$ cat src/rtl/button_conditioner.sv
// Two-channel push-button conditioner: 2-FF synchronizer, debouncer, clean level and press pulse.
// Optional macro BTN_REPEAT_EN adds hold-to-repeat pulses on the move (button) channel.
module button_conditioner #(
  parameter int DEBOUNCE_CYCLES = 1000000,
  parameter int CNT_W           = 21,
  parameter int REPEAT_DELAY    = 25000000,
  parameter int REPEAT_PERIOD   = 10000000
) (
  input  logic clk,
  input  logic rst,
  input  logic button,
  input  logic button_rst,
  output logic button_level,
  output logic button_press,
  output logic button_rst_level,
  output logic button_rst_press
);

  localparam logic [CNT_W-1:0] CNT_LAST = CNT_W'(DEBOUNCE_CYCLES - 1);

  if (DEBOUNCE_CYCLES < 2 || DEBOUNCE_CYCLES > (2 ** CNT_W) - 1 ||
      REPEAT_DELAY < 1 || REPEAT_PERIOD < 1) begin : g_bad_cfg
    $error("button_conditioner: illegal debounce/repeat configuration");
  end

  logic [1:0] raw;
  logic [1:0] level;
  logic [1:0] press;
  logic [1:0] rise;
  logic [1:0] fall;
  logic       rep_pulse;

  assign raw = {button_rst, button};

  for (genvar i = 0; i < 2; i++) begin : g_ch
    logic             s1;
    logic             s2;
    logic             stable;
    logic             press_q;
    logic [CNT_W-1:0] cnt;
    logic             at_last;
    logic             extra;

    // s2 has disagreed with stable for DEBOUNCE_CYCLES-1 edges; this edge accepts it
    assign at_last = (s2 != stable) && (cnt == CNT_LAST);
    assign rise[i] = at_last && s2;
    assign fall[i] = at_last && !s2;
    assign extra   = (i == 0) ? rep_pulse : 1'b0;

    always_ff @(posedge clk) begin
      if (rst) begin
        s1      <= 1'b0;
        s2      <= 1'b0;
        stable  <= 1'b0;
        cnt     <= '0;
        press_q <= 1'b0;
      end else begin
        s1      <= raw[i];
        s2      <= s1;
        press_q <= rise[i] | extra;
        if (s2 == stable) begin
          cnt <= '0;
        end else if (cnt == CNT_LAST) begin
          stable <= s2;
          cnt    <= '0;
        end else begin
          cnt <= cnt + 1'b1;
        end
      end
    end

    assign level[i] = stable;
    assign press[i] = press_q;
  end

`ifdef BTN_REPEAT_EN
  localparam int REP_MAX = (REPEAT_DELAY > REPEAT_PERIOD) ? REPEAT_DELAY : REPEAT_PERIOD;
  localparam int REP_W   = $clog2(REP_MAX + 1);
  localparam logic [REP_W-1:0] DELAY_LAST  = REP_W'(REPEAT_DELAY - 1);
  localparam logic [REP_W-1:0] PERIOD_LAST = REP_W'(REPEAT_PERIOD - 1);

  logic [REP_W-1:0] rep_cnt;
  logic             rep_armed;
  logic             rep_due;

  // First repeat waits REPEAT_DELAY after acceptance, later ones REPEAT_PERIOD
  assign rep_due   = rep_armed ? (rep_cnt == PERIOD_LAST) : (rep_cnt == DELAY_LAST);
  assign rep_pulse = level[0] && rep_due && !fall[0];

  always_ff @(posedge clk) begin
    if (rst || !level[0]) begin
      rep_cnt   <= '0;
      rep_armed <= 1'b0;
    end else if (rep_due) begin
      rep_cnt   <= '0;
      rep_armed <= 1'b1;
    end else begin
      rep_cnt <= rep_cnt + 1'b1;
    end
  end
`else
  assign rep_pulse = 1'b0;
`endif

  assign button_level     = level[0];
  assign button_press     = press[0];
  assign button_rst_level = level[1];
  assign button_rst_press = press[1];

endmodule

$ cat config.mk
export PLATFORM = sky130hd
export DESIGN_NAME = button_conditioner
export DESIGN_NICKNAME = d
export VERILOG_FILES = /design/src/rtl/button_conditioner.sv
export SDC_FILE = /design/constraint.sdc
export NUM_CORES = 1
export LEC_CHECK = 0
export ABC_AREA = 0
export BUFFER_PORTS_ARGS = -buffer_cell sky130_fd_sc_hd__buf_2
export CORE_ASPECT_RATIO = 0.8
export CORE_UTILIZATION = 45
export CTS_CLUSTER_DIAMETER = 120
export CTS_CLUSTER_SIZE = 12
export DETAILED_ROUTE_END_ITERATION = 8
export GPL_ROUTABILITY_DRIVEN = 0
export SLEW_MARGIN = 15
export SYNTH_ARGS = -nofsm -noshare
export SYNTH_HDL_FRONTEND = slang
export SYNTH_SLANG_ARGS = --single-unit
$ cat constraint.sdc
create_clock -name clk -period 5.66 [get_ports clk]
set_input_delay 0.849 -clock clk [delete_from_list [all_inputs] [get_ports clk]]
set_output_delay 0.849 -clock clk [all_outputs]
set_load 0.02 [all_outputs]
==> flow_metrics.tcl, run 1 <==
set metrics [dict create \
    p_leak_nw 0.675 \
    clockBufferDepth 2 \
    synthFlopType "dfxtp_1" \
    die-area_sq_um 5250 \
    cp.arrival_ns 2.55 \
    synth_edf_count 0 \
    setup_slack_ns 3.26 \
    path_class "reg -> reg" \
    track_usage_pct 18.2 \
    wl_per_cell_um 12.6 \
    fmax_mhz 417 \
    drtIter0Drc 115 \
    num_rows 22 \
    seq_power_share_pct 62.5 \
    grt_pass1_wl_um 7350 \
    power_density_nw_per_um2 238 \
    whs_ns 0.458 \
    hp-class "reg -> reg" \
    combPwrFrac_pct 1.2 \
    synth_fp_nets 264 \
    yosysTopAreaCell "dfxtp_1" \
    routed_wl_um 4050 \
    drc 0 \
    status "finished, final reports clean" \
    numPortBuffers 7 \
    viasPerCell 5.56 \
    synth-seq-area-share_pct 44.8 \
    dr.pass1.iters 4 \
    cts_hold_buf 0 \
    fin_tns_setup_ns 0 \
    finalClockSkew_ns 0.0134 \
    internal_power_mw 0.441 \
    peakVddDrop_uv 102 \
    grt_max_degree 22 \
    swShare_pct 22.2 \
    synth_top_area_share_pct 44.8 \
    root_buffer "clkbuf_8" \
    grt_use_met2_pct 25.0 \
    use_met1_pct 26.4 \
    antennaDiodeCount 0 \
    finalMaxSlewViolations 0 \
    busiest_layer "met1" \
    min_period_ns 2.40 \
    syn_avg_cell_area_sq_um 8.65 \
    cts_tree "yes" \
    dp_slack_ns 3.25 \
    gr-usage-met3_pct 4.23 \
    crit_fanout 21 \
    required_ns 5.81 \
    cp-start-kind "flop" \
    worst_pin_slew_ns 0.881 \
    initial_core_util_pct 47.7 \
    cts_buffers 5 \
    worst-r2r-cell-count 4 \
    ys_warn_count 0 \
    drt.antenna.violating_nets 0 \
    htreeDepth 2 \
    rsz0062_at_grt "false" \
    path_clk_slew_ns 0.10 \
    die_h_um 65.0 \
    drive_gt1_share_pct 9.54 \
    worst_skew_pair.late_latency_ns 0.31 \
    vias 1791 \
    net-switching-power_mw 0.126 \
    post_cts_buffers 0 \
    grt_pass1_vias 1616 \
    fp.dieW_um 80.7 \
    io_pins 8 \
    synth_seq_cells 50 \
    syn_area_sq_um 2230 \
    period_share_pct 42.3 \
    dp_hpwl_um 2820 \
    async_flop_share_pct 0 \
    grt-ovfl-total 0 \
    whs_path_depth 1 \
    synth.area.top_cells "dfxtp_1 45%, xnor2_1 5.1%, nor2_1 5.0%" \
    pwr-share-clk_pct 36.3 \
    slew-limit-headroom_pct 41.2 \
    fin_nets 268 \
    final-setup-viol-count 0 \
    cts.sinks 50 \
    maxCapViolations 0 \
    coreArea_sq_um 4680 \
    cp-end-kind "flop" \
    cts_resized 0 \
    yosysUniqueCellTypes 31 \
    synth_cells 258 \
    syn2layout_area_growth_pct 6.89 \
    hold_violations 0 \
    antenna_found_initial 0 \
]
-- power by group through the flow --
| stage | clock network (mW) | logic, mW | registers, mW |
|---|---|---|---|
| after floorplan | 0 | 0.00544 | 0.362 |
| after global placement | 0 | 0.00720 | 0.363 |
| after detailed placement | 0 | 0.00715 | 0.363 |
| after CTS | 0.213 | 0.00721 | 0.354 |
| after global routing | 0.226 | 0.00812 | 0.355 |
| final | 0.206 | 0.00699 | 0.354 |
-- worst max-delay path, cell delays in order, from the launching register on --
cell	delay (ns)
dfxtp_1	0.34
or4_1	0.54
or4_4	0.54
o21ai_2	0.70
nor2_1	0.12
-- through the flow --
| stage | power, mW | instances | utilization, % | area, sq um |
|---|---|---|---|---|
| after floorplan | 0.368 | 258 | - | 2230 |
| after global placement | 0.370 | 315 | 49.2 | 2300 |
| after detailed placement | 0.370 | 315 | 49.2 | 2300 |
| after CTS | 0.575 | 322 | 51.0 | 2390 |
| after global routing | 0.589 | 322 | 51.0 | 2390 |
| final | 0.567 | 322 | 51.0 | 2390 |
-- per-layer routing --
metal | vias to the layer above | routed length [um] | part of all wire (%)
met1 | 817 | 2270 | 56
li1 | 929 | - | -
met2 | 37 | 1500 | 37
met3 | 8 | 220 | 5.4
met4 | 0 | 70 | 1.7
met5 | - | 0 | 0
-- sequential cells by signal, summed over array words and instances (netlist names) --
name,cells
g_ch.cnt,42
button_press,1
g_ch.s1,2
button_rst_press,1
button_level,1
g_ch.s2,2
button_rst_level,1
-- cells in the final DEF (no fill, tap or decap), drive strengths merged, types with 12 or more instances in the layout --
master,n
or3,12
nor2,30
or4,15
dfxtp,50
nand2,13
xnor2,13
o21ai,12
nand3,19
a21oi,18
-- final timing paths --
| kind | startpoint | end | slack (ns) |
|---|---|---|---|
| setup reg to reg | g_ch[0].cnt[12]$_SDFF_PP0_ | g_ch[0].cnt[9]$_SDFF_PP0_ | 3.26 |
| hold reg to reg | g_ch[0].s1$_SDFF_PP0_ | g_ch[0].s2$_SDFF_PP0_ | 0.46 |
| setup / recovery | g_ch[0].cnt[12]$_SDFF_PP0_ | g_ch[0].cnt[9]$_SDFF_PP0_ | 3.26 |
| hold / removal | g_ch[0].s1$_SDFF_PP0_ | g_ch[0].s2$_SDFF_PP0_ | 0.46 |
-- cell usage after synthesis (3+ instances only) --
cell type and n:
or4_4 4, xnor2_1 13, nor2_1 30, a21oi_1 16, and4_1 3, nand4_1 11, and2_1 3, nor4_1 3
nor2b_1 4, nand3_1 18, or4_1 11, nor3_1 5, nand2_1 13, o21ai_0 11, inv_1 10, buf_2 4
clkbuf_1 5, dfxtp_1 50, or3_1 12, o31ai_1 8, xor2_1 11
-- kinds of logic (layout without fill, tap and decap cells) --
family	count (synthesis)	after routing	synth area share, %
AOI/OAI and AO/OA	38	38	9.92
DFF	50	50	44.8
xor gates and xnor gates	24	24	9.42
adders and majority gates	2	2	1.12
and+or+nand+nor	124	124	31.1
buffers and inverters	20	24	3.59
-- final cells by class --
type / instances / area [sq um]
flip-flops and latches: 50 / 1000
multi-input cells: 188 / 1150
fillers: 460 / 2290
well taps: 60 / 75.1
inverters: 10 / 37.5
clock buffers: 5 / 68.8
clock inverters: 2 / 13.8
repair buffers: 7 / 35.0
Power figures use the tool's default switching activity.
==> inputs of run 2 (changes only) <==
Settings changed: ABC_AREA 0 to 1.
Clock period 5.66 ns to 2.5 ns, I/O delays scaled along.
==> flow_metrics.tcl, run 2 <==
set metrics [dict create \
    grt_max_degree 22 \
    path_class "reg -> reg" \
    status "finished, final reports clean" \
    fin_nets 389 \
    yosysTopAreaCell "dfxtp_1" \
    dp_hpwl_um 3730 \
    clockBufferDepth 2 \
    slowest_delay_ns 0.36 \
    cts_tree "yes" \
    min_period_ns 1.83 \
    syn_area_sq_um 2520 \
    worst_skew_pair.late_latency_ns 0.30 \
    ys_warn_count 0 \
    cts_resized 0 \
    track_usage_pct 18.4 \
    hp-class "in -> reg" \
    finalClockSkew_ns 0.00783 \
    crit_family "simple AND/OR/NAND/NOR gates" \
    yosysUniqueCellTypes 26 \
    crit_top_cell "nand3_1" \
    drtIter0Drc 179 \
    synth_seq_cells 50 \
    layout_commonest_cell "nor2_1" \
    initial_core_util_pct 48.6 \
    ys_top_cells_by_count "100 x nor2_1, 90 x nand2_1, 50 x dfxtp_1, 36 x inv_1, 25 x nand3_1" \
    cts_hold_buf 0 \
    syn_avg_cell_area_sq_um 6.75 \
    async_flop_share_pct 0 \
    crit_buf_inv 1 \
    synth_fa_ha_area_share_pct 0.994 \
    top_register "g_ch.cnt" \
    cp.arrival_ns 2.02 \
    p_leak_nw 0.840 \
    fmax_mhz 547 \
    final-setup-viol-count 0 \
    fin_tns_setup_ns 0 \
    swShare_pct 22.1 \
    coreArea_sq_um 5180 \
    fin_util_pct 51.4 \
    final_cell_mix "100 x nor2_1, 90 x nand2_1, 50 x dfxtp_1" \
    grt_pass1_vias 1766 \
    numPortBuffers 7 \
    finalMaxSlewViolations 0 \
    power_density_nw_per_um2 479 \
    synth_xor_area_share_pct 7.65 \
    die-area_sq_um 5900 \
    muxShareOfSynthArea_pct 0 \
    drc 0 \
    root_buffer "clkbuf_8" \
    layout.cells.non_filler 445 \
    htreeDepth 2 \
    slew-limit-headroom_pct 72.7 \
    cts_buffers 5 \
    viasPerCell 4.81 \
    seq_power_share_pct 62.8 \
    setup_slack_ns 0.672 \
    grt_pass1_wl_um 8360 \
    cts.sinks 50 \
    period_share_pct 73.1 \
    synthFlopType "dfxtp_1" \
    synth_top_area_share_pct 39.8 \
    synth_top_family_by_area "simple AND/OR/NAND/NOR gates" \
    antenna_found_initial 0 \
    cp-start-kind "flop" \
    wl_per_cell_um 11.0 \
    antennaDiodeCount 0 \
    routed_wl_um 4920 \
    net-switching-power_mw 0.282 \
    hold_violations 0 \
    die_h_um 68.9 \
    synth-seq-area-share_pct 39.8 \
    synth_simple_gate_area_share_pct 40.6 \
    dp_slack_ns 0.621 \
    grt-ovfl-total 0 \
    drive_gt1_share_pct 7.57 \
    vias 2139 \
    cp-end-kind "flop" \
    syn2layout_area_growth_pct 5.86 \
    internal_power_mw 0.994 \
    rsz0062_at_grt "false" \
    synth.most_common_cell "nor2_1" \
    post_cts_buffers 0 \
    fp.dieW_um 85.6 \
    maxCapViolations 0 \
    required_ns 2.69 \
    synth_edf_count 0 \
    cp_slowest_cell "dfxtp_1" \
    synth.area.top_cells "dfxtp_1 40%, nor2_1 15%, nand2_1 13%" \
    drt.antenna.violating_nets 0 \
    largestRegisters "g_ch.cnt: 42 flops, g_ch.s1: 2 flops, g_ch.s2: 2 flops" \
    path_clk_slew_ns 0.09 \
    synth_compound_area_share_pct 3.33 \
    io_pins 8 \
    pwr-share-clk_pct 35.7 \
    worst_pin_slew_ns 0.408 \
    synth_fp_nets 379 \
    combPwrFrac_pct 1.5 \
    crit_fanout 11 \
    num_rows 23 \
    worstPathCellList "ha_1, nand3_1, nor2_2, nand3_1, nand2_1, buf_4, nor2_1" \
    largest_register_ffs 42 \
    synth_cells 373 \
    dr.pass1.iters 6 \
    peakVddDrop_uv 321 \
    dp.cells 438 \
]
## run 2: cell count changes after synthesis, sizes merged, moves of 4 or more
cell	previous run	this run
o21ai	12	1
a21oi	18	12
nand2	13	92
nor2	30	105
nor2b	4	0
o31ai	8	0
nand4	11	4
inv	10	38
nand3b	0	4
or4	15	0
or3	12	0
clkbuf	5	1
nand3	19	26
or2	1	5
## run 2: layout make-up
cell class              count  area [sq um]
clock inverters             2          10.0
fillers                   536          2510
clock buffers               5          68.8
well taps                  62          77.6
inverters                  38           143
flip-flops and latches     50          1000
multi-input cells         280          1320
repair buffers              8          42.5
## run 2: path summary, 6_finish.rpt
| path | from | endpoint | depth (start not counted) | slack (ns) |
|---|---|---|---|---|
| hold reg to reg | g_ch[1].s1$_SDFF_PP0_ | g_ch[1].s2$_SDFF_PP0_ | 2 | 0.41 |
| setup reg to reg | g_ch[0].cnt[0]$_SDFF_PP0_ | g_ch[0].cnt[11]$_SDFF_PP0_ | 7 | 0.67 |
| hold / removal | button_rst | g_ch[1].s1$_SDFF_PP0_ | 3 | 0.27 |
| setup / recovery | g_ch[0].cnt[0]$_SDFF_PP0_ | g_ch[0].cnt[11]$_SDFF_PP0_ | 7 | 0.67 |
## run 2: worst reg2reg max path, stage by stage, from the launching register on
cell and delay (ns):
dfxtp_1 0.36, ha_1 0.19, nand3_1 0.20, nor2_2 0.21, nand3_1 0.12, nand2_1 0.33
buf_4 0.26, nor2_1 0.06
## run 2: kinds of logic (layout without fill, tap and decap cells)
| group | after synthesis | count (layout) |
|---|---|---|
| buffers and inverters | 43 | 53 |
| DFF | 50 | 50 |
| adders and majority gates | 2 | 2 |
| AOI/OAI and AO/OA | 15 | 15 |
| and+or+nand+nor | 241 | 241 |
| xor gates and xnor gates | 22 | 22 |
## run 2: through the flow
step | area, sq um | power [mW] | hold WS (ns)
2_1_floorplan | 2520 | 0.837 | 0.388
3_3_place_gp | 2590 | 0.839 | 0.400
3_5_place_dp | 2590 | 0.840 | 0.399
4_1_cts | 2670 | 1.29 | 0.259
5_1_grt | 2670 | 1.32 | 0.269
6_report | 2670 | 1.28 | 0.269
## run 2: routing by layer
layer	GRT usage (%)	vias up	share of wire (%)
li1	-	1166	-
met1	29.8	925	61
met2	23.4	40	33
met3	3.93	8	4.6
met4	5.00	0	1.1
met5	0	-	0
## run 2: power groups by stage
stage / sequential (mW) / clock [mW] / combinational [mW]
3_5_place_dp: 0.820 / 0 / 0.0195
3_3_place_gp: 0.820 / 0 / 0.0190
5_1_grt: 0.802 / 0.500 / 0.0219
6_report: 0.801 / 0.456 / 0.0189
2_1_floorplan: 0.820 / 0 / 0.0175
4_1_cts: 0.802 / 0.472 / 0.0197
